### src/rtl/ps2_pkg.sv
// Shared definitions for the PS/2 keyboard action decoder.
// Contents: the receiver state enum, the scancode constants, the action bit
// indices and the scancode-to-action lookup used by the decoder.
package ps2_pkg;

  typedef enum logic [1:0] {
    RX_IDLE   = 2'd0,
    RX_DATA   = 2'd1,
    RX_PARITY = 2'd2,
    RX_STOP   = 2'd3
  } rx_state_e;

  localparam logic [7:0] SC_EXT       = 8'hE0;
  localparam logic [7:0] SC_BRK       = 8'hF0;
  localparam logic [7:0] SC_RIGHT_EXT = 8'h74;
  localparam logic [7:0] SC_LEFT_EXT  = 8'h6B;
  localparam logic [7:0] SC_ROT_EXT   = 8'h75;
  localparam logic [7:0] SC_RIGHT     = 8'h23;  // 'D'
  localparam logic [7:0] SC_LEFT      = 8'h1C;  // 'A'
  localparam logic [7:0] SC_ROT       = 8'h1D;  // 'W'

  localparam int ACT_RIGHT = 0;
  localparam int ACT_LEFT  = 1;
  localparam int ACT_ROT   = 2;

  // One-hot action for a scancode; zero for unmapped codes. Extended codes
  // only match when the E0 prefix was seen, plain codes only when it was not.
  function automatic logic [2:0] sc_lookup(input logic [7:0] code,
                                           input logic       ext);
    logic [2:0] act;
    act = '0;
    if (ext) begin
      if (code == SC_RIGHT_EXT) act[ACT_RIGHT] = 1'b1;
      if (code == SC_LEFT_EXT)  act[ACT_LEFT]  = 1'b1;
      if (code == SC_ROT_EXT)   act[ACT_ROT]   = 1'b1;
    end else begin
      if (code == SC_RIGHT) act[ACT_RIGHT] = 1'b1;
      if (code == SC_LEFT)  act[ACT_LEFT]  = 1'b1;
      if (code == SC_ROT)   act[ACT_ROT]   = 1'b1;
    end
    return act;
  endfunction

endpackage

### src/rtl/ps2_action_decoder_rx.sv
// PS/2 frame receiver: input synchronizers, falling-edge detect, the
// start/data/parity/stop FSM and the inter-edge timeout.
// Ports:
//   clk_i, rst_ni           system clock, async active-low reset
//   ps2_clk_i, ps2_data_i   raw PS/2 lines (asynchronous)
//   byte_valid_o            1-cycle pulse, frame received with good parity/stop
//   byte_data_o[7:0]        received byte, valid with byte_valid_o
//   frame_error_o           1-cycle pulse on parity, stop or timeout error
module ps2_rx
  import ps2_pkg::*;
#(
  parameter int TIMEOUT_CYCLES = 5000,
  parameter int SYNC_STAGES    = 2
) (
  input  logic       clk_i,
  input  logic       rst_ni,
  input  logic       ps2_clk_i,
  input  logic       ps2_data_i,
  output logic       byte_valid_o,
  output logic [7:0] byte_data_o,
  output logic       frame_error_o
);

  localparam int TW = $clog2(TIMEOUT_CYCLES + 1);

  logic [SYNC_STAGES-1:0] clk_sync_q;
  logic [SYNC_STAGES-1:0] data_sync_q;
  logic                   clk_prev_q;
  logic                   clk_s;
  logic                   data_s;
  logic                   fall;

  rx_state_e              state_q;
  logic [2:0]             bit_cnt_q;
  logic [7:0]             shift_q;
  logic                   par_ok_q;
  logic                   byte_valid_q;
  logic                   frame_err_q;
  logic [TW-1:0]          tmo_q;

  assign clk_s  = clk_sync_q[SYNC_STAGES-1];
  assign data_s = data_sync_q[SYNC_STAGES-1];
  assign fall   = clk_prev_q & ~clk_s;

  // Chains reset to 1 so that reset release never looks like a falling edge.
  always_ff @(posedge clk_i or negedge rst_ni) begin
    if (!rst_ni) begin
      clk_sync_q  <= '1;
      data_sync_q <= '1;
      clk_prev_q  <= 1'b1;
    end else begin
      clk_sync_q  <= {clk_sync_q[SYNC_STAGES-2:0], ps2_clk_i};
      data_sync_q <= {data_sync_q[SYNC_STAGES-2:0], ps2_data_i};
      clk_prev_q  <= clk_s;
    end
  end

  // Frame FSM. A falling edge takes priority over the timeout.
  always_ff @(posedge clk_i or negedge rst_ni) begin
    if (!rst_ni) begin
      state_q      <= RX_IDLE;
      bit_cnt_q    <= '0;
      shift_q      <= '0;
      par_ok_q     <= 1'b0;
      byte_valid_q <= 1'b0;
      frame_err_q  <= 1'b0;
      tmo_q        <= '0;
    end else begin
      byte_valid_q <= 1'b0;
      frame_err_q  <= 1'b0;
      if (fall) begin
        tmo_q <= '0;
        case (state_q)
          RX_IDLE: begin
            if (!data_s) begin
              state_q   <= RX_DATA;
              bit_cnt_q <= '0;
            end
          end
          RX_DATA: begin
            shift_q   <= {data_s, shift_q[7:1]};
            bit_cnt_q <= bit_cnt_q + 3'd1;
            if (bit_cnt_q == 3'd7) state_q <= RX_PARITY;
          end
          RX_PARITY: begin
            par_ok_q <= ^{shift_q, data_s};
            state_q  <= RX_STOP;
          end
          RX_STOP: begin
            if (data_s && par_ok_q) byte_valid_q <= 1'b1;
            else                    frame_err_q  <= 1'b1;
            state_q <= RX_IDLE;
          end
          default: state_q <= RX_IDLE;
        endcase
      end else if (state_q == RX_IDLE) begin
        tmo_q <= '0;
      end else if (tmo_q == TW'(TIMEOUT_CYCLES)) begin
        state_q     <= RX_IDLE;
        frame_err_q <= 1'b1;
        tmo_q       <= '0;
      end else begin
        tmo_q <= tmo_q + TW'(1);
      end
    end
  end

  assign byte_valid_o  = byte_valid_q;
  assign byte_data_o   = shift_q;
  assign frame_error_o = frame_err_q;

endmodule

### src/rtl/ps2_action_decoder.sv
// PS/2 keyboard to game action decoder.
// Receives scancodes through ps2_rx and turns make/break codes for the
// right, left and rotate keys into press pulses and held levels.
// Ports:
//   clock, reset_n        system clock, async active-low reset
//   ps2_clk, ps2_data     raw PS/2 lines
//   actions[2:0]          1-cycle press pulses (0 right, 1 left, 2 rotate)
//   held[2:0]             key-down levels, same mapping
//   frame_error           1-cycle pulse on any receive error
module ps2_action_decoder
  import ps2_pkg::*;
#(
  parameter int TIMEOUT_CYCLES = 5000,
  parameter int SYNC_STAGES    = 2
) (
  input  logic       clock,
  input  logic       reset_n,
  input  logic       ps2_clk,
  input  logic       ps2_data,
  output logic [2:0] actions,
  output logic [2:0] held,
  output logic       frame_error
);

  logic       rx_valid;
  logic [7:0] rx_byte;
  logic       rx_err;

  logic       ext_q, ext_d;
  logic       brk_q, brk_d;
  logic [2:0] held_q, held_d;
  logic [2:0] actions_q, actions_d;
  logic       ferr_q, ferr_d;
  logic [2:0] hit;

  ps2_rx #(
    .TIMEOUT_CYCLES (TIMEOUT_CYCLES),
    .SYNC_STAGES    (SYNC_STAGES)
  ) u_rx (
    .clk_i         (clock),
    .rst_ni        (reset_n),
    .ps2_clk_i     (ps2_clk),
    .ps2_data_i    (ps2_data),
    .byte_valid_o  (rx_valid),
    .byte_data_o   (rx_byte),
    .frame_error_o (rx_err)
  );

  // Prefix flags accumulate across bytes; any non-prefix byte or a receive
  // error ends the sequence. Breaks only release, makes pulse and hold.
  always_comb begin
    ext_d     = ext_q;
    brk_d     = brk_q;
    held_d    = held_q;
    actions_d = '0;
    ferr_d    = rx_err;
    hit       = sc_lookup(rx_byte, ext_q);
    if (rx_err) begin
      ext_d = 1'b0;
      brk_d = 1'b0;
    end else if (rx_valid) begin
      case (rx_byte)
        SC_EXT:  ext_d = 1'b1;
        SC_BRK:  brk_d = 1'b1;
        default: begin
          if (brk_q) begin
            held_d = held_q & ~hit;
          end else begin
            actions_d = hit;
            held_d    = held_q | hit;
          end
          ext_d = 1'b0;
          brk_d = 1'b0;
        end
      endcase
    end
  end

  always_ff @(posedge clock or negedge reset_n) begin
    if (!reset_n) begin
      ext_q     <= 1'b0;
      brk_q     <= 1'b0;
      held_q    <= '0;
      actions_q <= '0;
      ferr_q    <= 1'b0;
    end else begin
      ext_q     <= ext_d;
      brk_q     <= brk_d;
      held_q    <= held_d;
      actions_q <= actions_d;
      ferr_q    <= ferr_d;
    end
  end

  assign actions     = actions_q;
  assign held        = held_q;
  assign frame_error = ferr_q;

endmodule

### config.mk
export PLATFORM = sky130hd
export DESIGN_NAME = ps2_action_decoder
export DESIGN_NICKNAME = d
export VERILOG_FILES = /design/src/rtl/ps2_pkg.sv /design/src/rtl/ps2_action_decoder_rx.sv /design/src/rtl/ps2_action_decoder.sv
export SDC_FILE = /design/constraint.sdc
export NUM_CORES = 1
export LEC_CHECK = 0
export CORE_MARGIN = 10
export CORE_UTILIZATION = 39
export CTS_CLUSTER_DIAMETER = 80
export DETAILED_ROUTE_END_ITERATION = 8
export PLACE_DENSITY_LB_ADDON = 0.08
export SYNTH_ARGS = -nofsm -noshare
export SYNTH_HDL_FRONTEND = slang
export SYNTH_SLANG_ARGS = --single-unit
### constraint.sdc
create_clock -name clock -period 4.25 [get_ports clock]
set_input_delay 0.85 -clock clock [delete_from_list [all_inputs] [get_ports clock]]
set_output_delay 0.85 -clock clock [all_outputs]
set_load 0.01 [all_outputs]
### Word level (Yosys, flattened, before mapping)

Cells that the tools add are included.

| cells by class | value |
|---|---|
| add/sub/neg operators | 2 |
| equal/unequal tests | 18 |
| multiplexer cells | 37 |
| bitwise logic cells | 7 |
| reductions and logical operators | 14 |

Operators by type and width:

| cell | number |
|---|---|
| $mux 13 | 3 |
| $eq 8x7->1 const B | 3 |
| $mux 3 | 7 |
| $mux 1 | 18 |
| $eq 8x5->1 const B | 2 |
| $eq 8x8->1 const B | 2 |
| $add 13x1->13 const B | 1 |
| $eq 13x13->1 const B | 1 |
| $mux 2 | 5 |
| $reduce_xor 9->1 | 1 |
| $eq 8x6->1 const B | 1 |
| $pmux 2 s4 | 1 |
| $reduce_and 2->1 | 4 |
| $ne 2x1->1 const B | 3 |
| $pmux 3 s2 | 1 |
| $reduce_and 3->1 | 2 |
| $reduce_bool 2->1 | 3 |
| $eq 2x2->1 const B | 2 |
| $pmux 1 s2 | 2 |
| $reduce_and 4->1 | 1 |
| $add 3x1->3 const B | 1 |
| $and 3x3->3 | 1 |
| $eq 3x3->1 const B | 1 |
| $ne 3x3->1 const B | 1 |
| 9 further kinds | 11 |

| word-level totals | value |
|---|---|
| bits in registers | 43 |
| input bits | 4 |
| logic and storage cells | 93 |

### Depth between registers and ports, before layout

Gate-level depths: netlist (run 1).

| logic depth | value |
|---|---|
| word-level depth | 7 |
| gate-level depth with buffers | 7 |
| mapped depth without buffers | 6 |

### By module

From an unflattened synthesis (run 1), not the netlist that was laid out.

| second synthesis, totals | value |
|---|---|
| cell total of the unflattened synthesis | 194 |
| area, all modules | 2154.6 sq um |

By module, submodules not included:

| module | instances | cells an instance | area each (sq um) | sequential area each (sq um) |
|---|---|---|---|---|
| ps2_rx | 1 | 150 | 1652.8 | 857.1 |
| ps2_action_decoder | 1 | 44 | 501.7 | 225.2 |

### Worst setup path after synthesis (run 1)

Ideal clock, no wire load.

| timing | value |
|---|---|
| path type | reg-to-reg |
| from | reg u_rx.state_q[1] |
| to | reg u_rx.shift_q[0], in the netlist u_rx.byte_data_o[0] |
| setup time | 0.125 ns |
| arrival | 1.452 ns |
| data required time | 4.125 ns |
| setup slack | 2.673 ns |
| cell stages (with the launch flop) | 6 |
| buffers on the path | 1 |
| period minus slack after synthesis | 1.577 ns |
| cells stage by stage | dfrtp_1 -> inv_1 -> ha_1 -> nand3b_1 -> clkbuf_1 -> mux2_2 |

| on the way | value |
|---|---|
| word-level cells in the longest chain between the ends | 2 |

Ends and longest elaborated chain:

| what | RTL line | source |
|---|---|---|
| from (decl) | ps2_action_decoder_rx.sv:33 | `rx_state_e state_q;` |
| from (signal assigned) | ps2_action_decoder_rx.sv:61 | `state_q <= RX_IDLE;` |
| from (signal assigned) | ps2_action_decoder_rx.sv:76 | `state_q <= RX_DATA;` |
| from (signal assigned) | ps2_action_decoder_rx.sv:83 | `if (bit_cnt_q == 3'd7) state_q <= RX_PARITY;` |
| $eq 2x1->1 | ps2_action_decoder_rx.sv:73 | `case (state_q)` |
| $reduce_and 2->1 (no line) | -- |  |
| to (signal assigned) | ps2_action_decoder_rx.sv:81 | `shift_q <= {data_s, shift_q[7:1]};` |
| to (decl) | ps2_action_decoder_rx.sv:35 | `logic [7:0] shift_q;` |

Every way passes these cells.
A chain may end at the register's enable or synchronous reset.

==> flow_metrics.env, run 1 <==
export IMPL_status="finished, final reports clean"
export IMPL_whs_ps=359
export IMPL_cts_root_buffer="clkbuf_8"
export IMPL_final_cells=276
export IMPL_avgSynthCellArea_um2=11.0
export IMPL_setup_worst_path_end_class="primary output"
export IMPL_period_needed_ps=2040
export IMPL_relSlewSlack=0.367
export IMPL_leakage_nw=1.05
export IMPL_hold_class="reg -> reg"
export IMPL_worstMarginPinSlew_ps=949
export IMPL_cp_required_ps=3400
export IMPL_ios=11
export IMPL_start_util=0.408
export IMPL_finalNetCount=218
export IMPL_dieArea_um2=8750
export IMPL_synth_most_common_cell="dfrtp_1"
export IMPL_setup_violations=0
export IMPL_switchingPower_uw=399
export IMPL_htree_levels=2
export IMPL_cts_sinks=43
export IMPL_cts_resized=0
export IMPL_holdPathEnd="u_rx.data_sync_q[1]"
export IMPL_rsz0062_at_grt="no"
export IMPL_yosys_area_top_type="dfrtp_1"
export IMPL_die_y_um=93.5
export IMPL_cp_max_fo=2
export IMPL_die_w_um=93.5
export IMPL_grt_pass1_wl_um=7180
export IMPL_p_sw_frac=0.310
export IMPL_netlist_area_um2=2110
export IMPL_drt_total_wl_um=3930
export IMPL_nFillCells=486
export IMPL_gp_congestion=0.772
export IMPL_tns_ps=0
export IMPL_syn_nets=205
export IMPL_finish_utilization=0.464
export IMPL_port_buffers=10
export IMPL_clock_latency_ps=300
export IMPL_rows=26
export IMPL_drc=0
export IMPL_critPathArrivalTime_ps=1190
export IMPL_p_int_uw=889
export IMPL_ant_nets=0
export IMPL_synth_edff_count=0
export IMPL_clock_path_buffers=2
export IMPL_synth_top_area_share=0.451
export IMPL_ys_top_cells_by_count="dfrtp_1 (38), nor2_1 (18), nand2_1 (15)"
export IMPL_cp_slowest_cell="clkdlybuf4s50_1"
export IMPL_cts_tree="built"
export IMPL_synth_area_leaders="dfrtp_1 (45%), dfstp_2 (6.2%), ha_1 (5.3%)"
export IMPL_finalHoldViolCount=0
export IMPL_postCtsSetupRepairBufs=0
export IMPL_path_clk_slew_ps=90
export IMPL_drive_above_1_share=0.126
export IMPL_ys_flop_type="dfrtp_1"
export IMPL_peakVddDrop_mv=0.253
export IMPL_dp_hpwl_um=2840
export IMPL_seq_power_share=0.437
export IMPL_synth_seq_cells=43
export IMPL_r2r_slack_ps=2310
export IMPL_vias=1405
export IMPL_yosys_warnings=0
export IMPL_crit_path_cell_trace="clkdlybuf4s50_1"
export IMPL_p_total_mw=1.29
export IMPL_rr_endpoint="u_rx.state_q[0]"
export IMPL_cts_made_buffers=5
export IMPL_drv_slew=0
export IMPL_fin_crit_sh=0.481
export IMPL_post_place_cells=268
export IMPL_start_kind="flip-flop"
export IMPL_critPathMaxStageDelay_ps=550
export IMPL_power_density_nw_per_um2=537
export IMPL_critPathBufInv=1
export IMPL_yosysUniqueCellTypes=49
export IMPL_grt_pass1_vias=1491
export IMPL_hold_depth=0
export IMPL_cp_top_family="buffers and inverters"
export IMPL_grt_overflow=0
export IMPL_r2r_cells=6
export IMPL_firstDrtPassIters=4
export IMPL_p_comb_frac=0.274
export IMPL_min_from="u_rx.data_sync_q[0]"
export IMPL_area_growth_pct=13.8
export IMPL_clock_skew_ps=9.17
export IMPL_synth_cells=192
export IMPL_diodes=0
export IMPL_wl_per_cell_um=14.2
export IMPL_reg2reg_from="u_rx.state_q[1]"
export IMPL_drv_cap=0
export IMPL_drt_initial_drc_count=37
export IMPL_clockPowerShare=0.288
export IMPL_synthArstFlopShare=1.00
export IMPL_grt_max_degree=44
export IMPL_ys_seq_area_frac=0.513
export IMPL_cts_hold_buffers=0
export IMPL_via_per_inst=5.09
export IMPL_crit_type="reg -> out"
export IMPL_clock_fmax_mhz=489
export IMPL_antenna_found_initial=0
export IMPL_core_area_um2=5170
export IMPL_grt_total_usage=0.101
==> sequential cells by signal (all words and copies together) (netlist names), named ones only <==
signal	count
actions	3
brk_q	1
ext_q	1
frame_error	1
u_rx.bit_cnt_q	3
u_rx.byte_data_o	8
u_rx.byte_valid_o	1
u_rx.clk_prev_q	1
u_rx.clk_sync_q	2
u_rx.data_sync_q	2
u_rx.frame_error_o	1
u_rx.par_ok_q	1
u_rx.state_q	2
u_rx.tmo_q	13
==> per-stage QoR <==
stage / instance area (um^2) / worst slack (ps)
after floorplan: 2110 / 2670
after global placement: 2270 / 2460
after detailed placement: 2270 / 2290
after CTS: 2400 / 2180
after global routing: 2400 / 2120
final: 2400 / 2210
==> cell usage in the layout (no fill, tap or decap), types with 3 or more instances in the layout <==
cell type and instances:
nand3_1 4, nor4_1 3, nor2b_1 3, nand2b_1 4
nor3b_1 3, ha_1 9, xnor2_1 11, clkbuf_8 5
clkdlybuf4s50_1 9, a21oi_1 4, inv_1 11, dfrtp_1 38
o21ai_0 8, nand4_1 4, xor2_1 5, dfstp_2 5
nand2_1 15, nor2_1 18, mux2_2 8
==> worst max-delay path by stage <==
stage | from | end | slack [ps] | depth (start not counted)
final | flip-flop | held[1] | 2210 | 1
after global routing | u_rx.state_q[1] | u_rx.state_q[1] | 2120 | 6
after CTS | flip-flop | held[1] | 2180 | 1
after detailed placement | u_rx.state_q[1] | u_rx.state_q[0] | 2290 | 6
after global placement | u_rx.state_q[1] | u_rx.state_q[1] | 2460 | 6
after floorplan | u_rx.state_q[1] | u_rx.byte_data_o[0] | 2670 | 5
==> per-layer routing <==
metal	track usage	part of all wire	up-vias
met4	0.0437	0.015	0
li1	-	-	687
met3	0.0296	0.046	5
met2	0.168	0.49	21
met1	0.120	0.45	692
met5	0	0	-
==> logic make-up (layout without fill, tap and decap cells) <==
group	Yosys count	count (layout)	share of synthesized area
mux	10	10	0.0522
xor+xnor	17	17	0.0771
simple gates	72	72	0.191
flops	43	43	0.513
compound gates	26	26	0.0819
buf+inv	15	29	0.0309
fa+ha+maj	9	9	0.0534
==> power groups by stage <==
stage	Clock, mW	Sequential (mW)	Combinational [mW]
2_1_floorplan	0	0.545	0.299
3_3_place_gp	0	0.565	0.342
3_5_place_dp	0	0.570	0.356
4_1_cts	0.386	0.563	0.359
5_1_grt	0.407	0.581	0.404
6_report	0.371	0.563	0.353
==> layout make-up <==
class / count / area, um^2 / area share
multi-input combinational: 134 / 961 / 0.400
clock inverter: 2 / 60.1 / 0.0250
sequential: 43 / 1080 / 0.451
tap: 70 / 87.6 / 0.0365
inverter: 11 / 41.3 / 0.0172
clock buffer: 6 / 72.6 / 0.0302
timing repair buffer: 10 / 95.1 / 0.0396
Note: power is estimated with default switching activity, not from simulation.
==> inputs of run 2 (changes only) <==
Clock period 4.25 ns to 1.77 ns, I/O delays scaled along.
==> flow_metrics.env, run 2 (synthesis gave the netlist of run 1 again) <==
export IMPL_leakage_nw=1.07
export IMPL_r2r_slack_ps=150
export IMPL_status="finished, final reports clean"
export IMPL_clock_path_buffers=2
export IMPL_cp_max_fo=5
export IMPL_drt_total_wl_um=3860
export IMPL_rows=26
export IMPL_cts_root_buffer="clkbuf_8"
export IMPL_grt_pass1_vias=1437
export IMPL_drv_slew=0
export IMPL_reg2reg_from="u_rx.tmo_q[0]"
export IMPL_grt_overflow=0
export IMPL_hold_class="in -> async"
export IMPL_area_growth_pct=15.9
export IMPL_core_area_um2=5170
export IMPL_period_needed_ps=1620
export IMPL_port_buffers=10
export IMPL_gp_congestion=0.850
export IMPL_place_area_um2=2300
export IMPL_fin_ws_ps=149
export IMPL_tns_ps=0
export IMPL_start_util=0.408
export IMPL_ios=11
export IMPL_drt_initial_drc_count=85
export IMPL_clock_fmax_mhz=617
export IMPL_pre_cts_ws_ps=160
export IMPL_firstDrtPassIters=4
export IMPL_via_per_inst=5.03
export IMPL_cts_tree="built"
export IMPL_htree_levels=2
export IMPL_drive_above_1_share=0.153
export IMPL_rsz0062_at_grt="no"
export IMPL_final_area_um2=2440
export IMPL_cts_made_buffers=5
export IMPL_finalHoldViolCount=0
export IMPL_ant_nets=0
export IMPL_grt_total_usage=0.0963
export IMPL_clock_latency_ps=290
export IMPL_largest_register_ffs=13
export IMPL_fin_crit_sh=0.916
export IMPL_dieArea_um2=8750
export IMPL_final_cell_mix="dfrtp_1 (38), nor2_1 (18), nand2_1 (15)"
export IMPL_wl_per_cell_um=13.8
export IMPL_antenna_found_initial=0
export IMPL_clock_skew_ps=6.36
export IMPL_cp_required_ps=1990
export IMPL_drc=0
export IMPL_power_density_nw_per_um2=1290
export IMPL_peakVddDrop_mv=0.613
export IMPL_cts_sinks=43
export IMPL_path_clk_slew_ps=90
export IMPL_vias=1402
export IMPL_die_w_um=93.5
export IMPL_r2r_cells=5
export IMPL_drv_cap=0
export IMPL_finalNetCount=221
export IMPL_setup_violations=0
export IMPL_grt_max_degree=24
export IMPL_rr_endpoint="u_rx.tmo_q[12]"
export IMPL_top_register="u_rx.tmo_q"
export IMPL_critPathArrivalTime_ps=1850
export IMPL_crit_type="reg -> reg"
export IMPL_worstMarginPinSlew_ps=524
export IMPL_cts_hold_buffers=0
export IMPL_die_y_um=93.5
export IMPL_grt_pass1_wl_um=6810
export IMPL_layout_commonest_cell="dfrtp_1"
export IMPL_setup_worst_path_end_class="flip-flop"
export IMPL_dp_hpwl_um=2870
export IMPL_start_kind="flip-flop"
export IMPL_diodes=0
export IMPL_relSlewSlack=0.650
-- run 2: routing by layer --
metal	up-vias	wire length (um)	GRT usage
met1	674	1840	0.121
met3	6	165	0.0304
met4	0	50	0.0373
met2	19	1810	0.151
li1	703	-	-
met5	-	0	0
-- run 2: cell type report --
class                   instances  area, um^2
well taps                      70        87.6
flip-flops and latches         43        1080
repair buffers                 13         130
multi-input cells             134         966
inverters                      11        41.3
clock buffers                   5        68.8
clock inverters                 3        67.6
fillers                       465        2730
-- run 2: metrics by stage --
step / power (mW) / cells / hold slack (ps) / utilization
finish: 3.14 / 279 / 16.6 / 0.472
CTS: 3.17 / 279 / 22.4 / 0.471
floorplan: 2.02 / 192 / 58.4 / -
global placement: 2.21 / 271 / 335 / 0.445
detailed placement: 2.25 / 271 / 346 / 0.445
global route: 3.38 / 279 / 28.4 / 0.472
-- run 2: worst max path at each step --
stage	start	endpoint	slack [ps]	cells past startpoint
3_5_place_dp	u_rx.tmo_q[0]	u_rx.tmo_q[12]	160	6
3_3_place_gp	u_rx.tmo_q[0]	u_rx.tmo_q[12]	230	6
5_1_grt	u_rx.tmo_q[0]	u_rx.tmo_q[12]	30	5
6_report	u_rx.tmo_q[0]	u_rx.tmo_q[12]	150	5
4_1_cts	u_rx.tmo_q[0]	u_rx.tmo_q[12]	140	6
2_1_floorplan	u_rx.state_q[1]	u_rx.byte_data_o[0]	190	5
-- run 2: worst max-delay path: stages, from the launching register on --
cell	delay, ps
dfrtp_1	430
ha_1	210
and3_1	290
nand3_1	120
or3_1	350
a21oi_1	150
-- run 2: power by group --
part | internal, mW | leakage [nW] | switching (mW)
Sequential | 1.14 | 0.567 | 0.207
Combinational | 0.448 | 0.438 | 0.435
Clock | 0.563 | 0.0644 | 0.348
Total | 2.15 | 1.07 | 0.990
-- run 2: repair_timing --
item,in CTS,in global routing
setup buffers,0,0
endpoints found under the setup margin,0,1
gates resized for setup,0,2
==> inputs of run 3 (changes only) <==
Settings changed: ABC_AREA set to 1, CORE_UTILIZATION 39 to 54.
==> flow_metrics.env, run 3 <==
export IMPL_via_per_inst=5.06
export IMPL_netlist_area_um2=2380
export IMPL_critPathArrivalTime_ps=1820
export IMPL_final_area_um2=2630
export IMPL_leakage_nw=1.28
export IMPL_post_place_cells=354
export IMPL_ys_top_cells_by_count="nand2_1 (84), inv_1 (40), dfrtp_1 (38)"
export IMPL_ys_seq_area_frac=0.454
export IMPL_synth_area_leaders="dfrtp_1 (40%), nand2_1 (13%), inv_1 (6.3%)"
export IMPL_synth_cells=295
export IMPL_p_comb_frac=0.251
export IMPL_period_needed_ps=1610
export IMPL_path_clk_slew_ps=80
export IMPL_synthArstFlopShare=1.00
export IMPL_final_cells=363
export IMPL_relSlewSlack=0.713
export IMPL_rows=24
export IMPL_start_util=0.552
export IMPL_nFillCells=399
export IMPL_synth_top_family_by_area="simple AND/OR/NAND/NOR gates"
export IMPL_finalNetCount=323
export IMPL_gp_congestion=0.828
export IMPL_dieArea_um2=7470
export IMPL_vias=1838
export IMPL_die_y_um=86.5
export IMPL_drive_above_1_share=0.132
export IMPL_drt_total_wl_um=4220
export IMPL_layout_commonest_cell="nand2_1"
export IMPL_hold_depth=0
export IMPL_cp_slowest_cell="dfstp_2"
export IMPL_grt_max_degree=20
export IMPL_grt_pass1_vias=1696
export IMPL_drc=0
export IMPL_ios=11
export IMPL_largest_register_ffs=13
export IMPL_avgSynthCellArea_um2=8.08
export IMPL_peakVddDrop_mv=0.675
export IMPL_crit_type="reg -> reg"
export IMPL_rsz0062_at_grt="no"
export IMPL_p_total_mw=2.47
export IMPL_min_from="u_rx.data_sync_q[0]"
export IMPL_r2r_slack_ps=160
export IMPL_synth_most_common_cell="nand2_1"
export IMPL_synth_area_mux_share=0
export IMPL_top_register="u_rx.tmo_q"
export IMPL_critPathBufInv=1
export IMPL_setup_worst_path_end_class="flip-flop"
export IMPL_postCtsSetupRepairBufs=0
export IMPL_grt_pass1_wl_um=7550
export IMPL_firstDrtPassIters=4
export IMPL_clock_latency_ps=300
export IMPL_synth_compound_area_frac=0.0687
export IMPL_grt_total_usage=0.122
export IMPL_synth_xor_area_share=0.0178
export IMPL_cts_tree="built"
export IMPL_p_int_mw=1.64
export IMPL_synth_top_area_share=0.399
export IMPL_finish_utilization=0.609
export IMPL_worstMarginPinSlew_ps=430
export IMPL_synth_edff_count=0
export IMPL_port_buffers=10
export IMPL_p_sw_frac=0.335
export IMPL_final_cell_mix="nand2_1 (84), inv_1 (40), dfrtp_1 (38)"
export IMPL_seq_power_share=0.473
export IMPL_cts_hold_buffers=1
export IMPL_hold_class="reg -> reg"
export IMPL_clockPowerShare=0.276
export IMPL_crit_path_cell_trace="or2_1 -> nand2_1 -> inv_1 -> nand2_2 -> nor3_1"
export IMPL_status="finished, final reports clean"
export IMPL_syn_nets=308
export IMPL_antenna_found_initial=0
export IMPL_area_growth_pct=10.3
export IMPL_cp_required_ps=1980
export IMPL_cts_resized=0
export IMPL_diodes=0
export IMPL_start_kind="flip-flop"
export IMPL_core_area_um2=4320
export IMPL_cts_made_buffers=5
export IMPL_grt_overflow=0
export IMPL_cp_max_fo=8
export IMPL_r2r_cells=5
export IMPL_synth_seq_cells=43
export IMPL_reg2reg_from="u_rx.clk_sync_q[1]"
export IMPL_place_area_um2=2520
export IMPL_holdPathEnd="u_rx.data_sync_q[1]"
export IMPL_htree_levels=2
export IMPL_synth_simple_area_share=0.325
export IMPL_finalHoldViolCount=0
export IMPL_rr_endpoint="u_rx.tmo_q[2]"
export IMPL_dp_hpwl_um=3220
export IMPL_setup_violations=0
export IMPL_yosys_area_top_type="dfrtp_1"
export IMPL_drv_slew=0
export IMPL_critPathMaxStageDelay_ps=530
export IMPL_wl_per_cell_um=11.6
export IMPL_power_density_nw_per_um2=939
export IMPL_ant_nets=0
export IMPL_tns_ps=0
export IMPL_cts_sinks=43
export IMPL_fin_crit_sh=0.908
export IMPL_clock_path_buffers=2
export IMPL_clock_skew_ps=5.83
export IMPL_clock_fmax_mhz=622
export IMPL_die_w_um=86.5
export IMPL_cts_root_buffer="clkbuf_8"
export IMPL_synthAdderAreaFrac=0.0472
export IMPL_drv_cap=0
export IMPL_cp_top_family="simple AND/OR/NAND/NOR gates"
export IMPL_drt_initial_drc_count=51
export IMPL_yosysUniqueCellTypes=34
export IMPL_ys_flop_type="dfrtp_1"
export IMPL_yosys_warnings=0
export IMPL_switchingPower_uw=829
==> run 3: changes by cell type in the layout (fill, tap and decap cells not counted), moves of 9 or more <==
cell / change
nand3_1: +12
nand2_1: +69
nor2_1: +9
inv_1: +29
==> run 3: kinds of logic (layout without fill, tap and decap cells) <==
family          Yosys count  in the layout
simple gates            161            161
buf+inv                  49             65
flops                    43             43
compound gates           29             29
fa+ha+maj                 9              9
xor+xnor                  4              4
==> run 3: metrics by stage <==
step	hold slack (ps)	worst slack (ps)
after floorplan	58.4	385
after global placement	314	239
after detailed placement	313	174
after CTS	361	144
after global routing	367	1.09
final	359	163
==> run 3: final cells by class <==
type | count | area (um^2) | share of cell area
timing repair buffer | 13 | 120 | 0.0456
multi-input combinational | 203 | 1090 | 0.416
tap | 52 | 65.1 | 0.0247
sequential | 43 | 1080 | 0.411
inverter | 44 | 170 | 0.0647
clock buffer | 8 | 100 | 0.0380
==> run 3: power by group through the flow <==
| stage | combinational [mW] | clock, mW | sequential [mW] |
|---|---|---|---|
| floorplan | 0.507 | 0 | 1.16 |
| global placement | 0.611 | 0 | 1.19 |
| detailed placement | 0.623 | 0 | 1.19 |
| CTS | 0.628 | 0.703 | 1.17 |
| global route | 0.723 | 0.738 | 1.18 |
| finish | 0.620 | 0.683 | 1.17 |
==> run 3: worst max path at each step <==
stage / start / to / slack [ps] / depth (start not counted)
2_1_floorplan: u_rx.clk_prev_q / u_rx.state_q[0] / 390 / 9
3_3_place_gp: u_rx.clk_sync_q[1] / u_rx.tmo_q[2] / 240 / 5
3_5_place_dp: u_rx.clk_sync_q[1] / u_rx.tmo_q[2] / 170 / 5
4_1_cts: u_rx.clk_sync_q[1] / u_rx.tmo_q[2] / 140 / 5
5_1_grt: u_rx.clk_sync_q[1] / u_rx.tmo_q[7] / 1 / 5
6_report: u_rx.clk_sync_q[1] / u_rx.tmo_q[2] / 160 / 5
==> run 3: routing by layer <==
metal,global-route usage,routed length [um]
met5,0,0
met4,0.0442,60
met3,0.0385,159
met2,0.188,1910
met1,0.156,2090
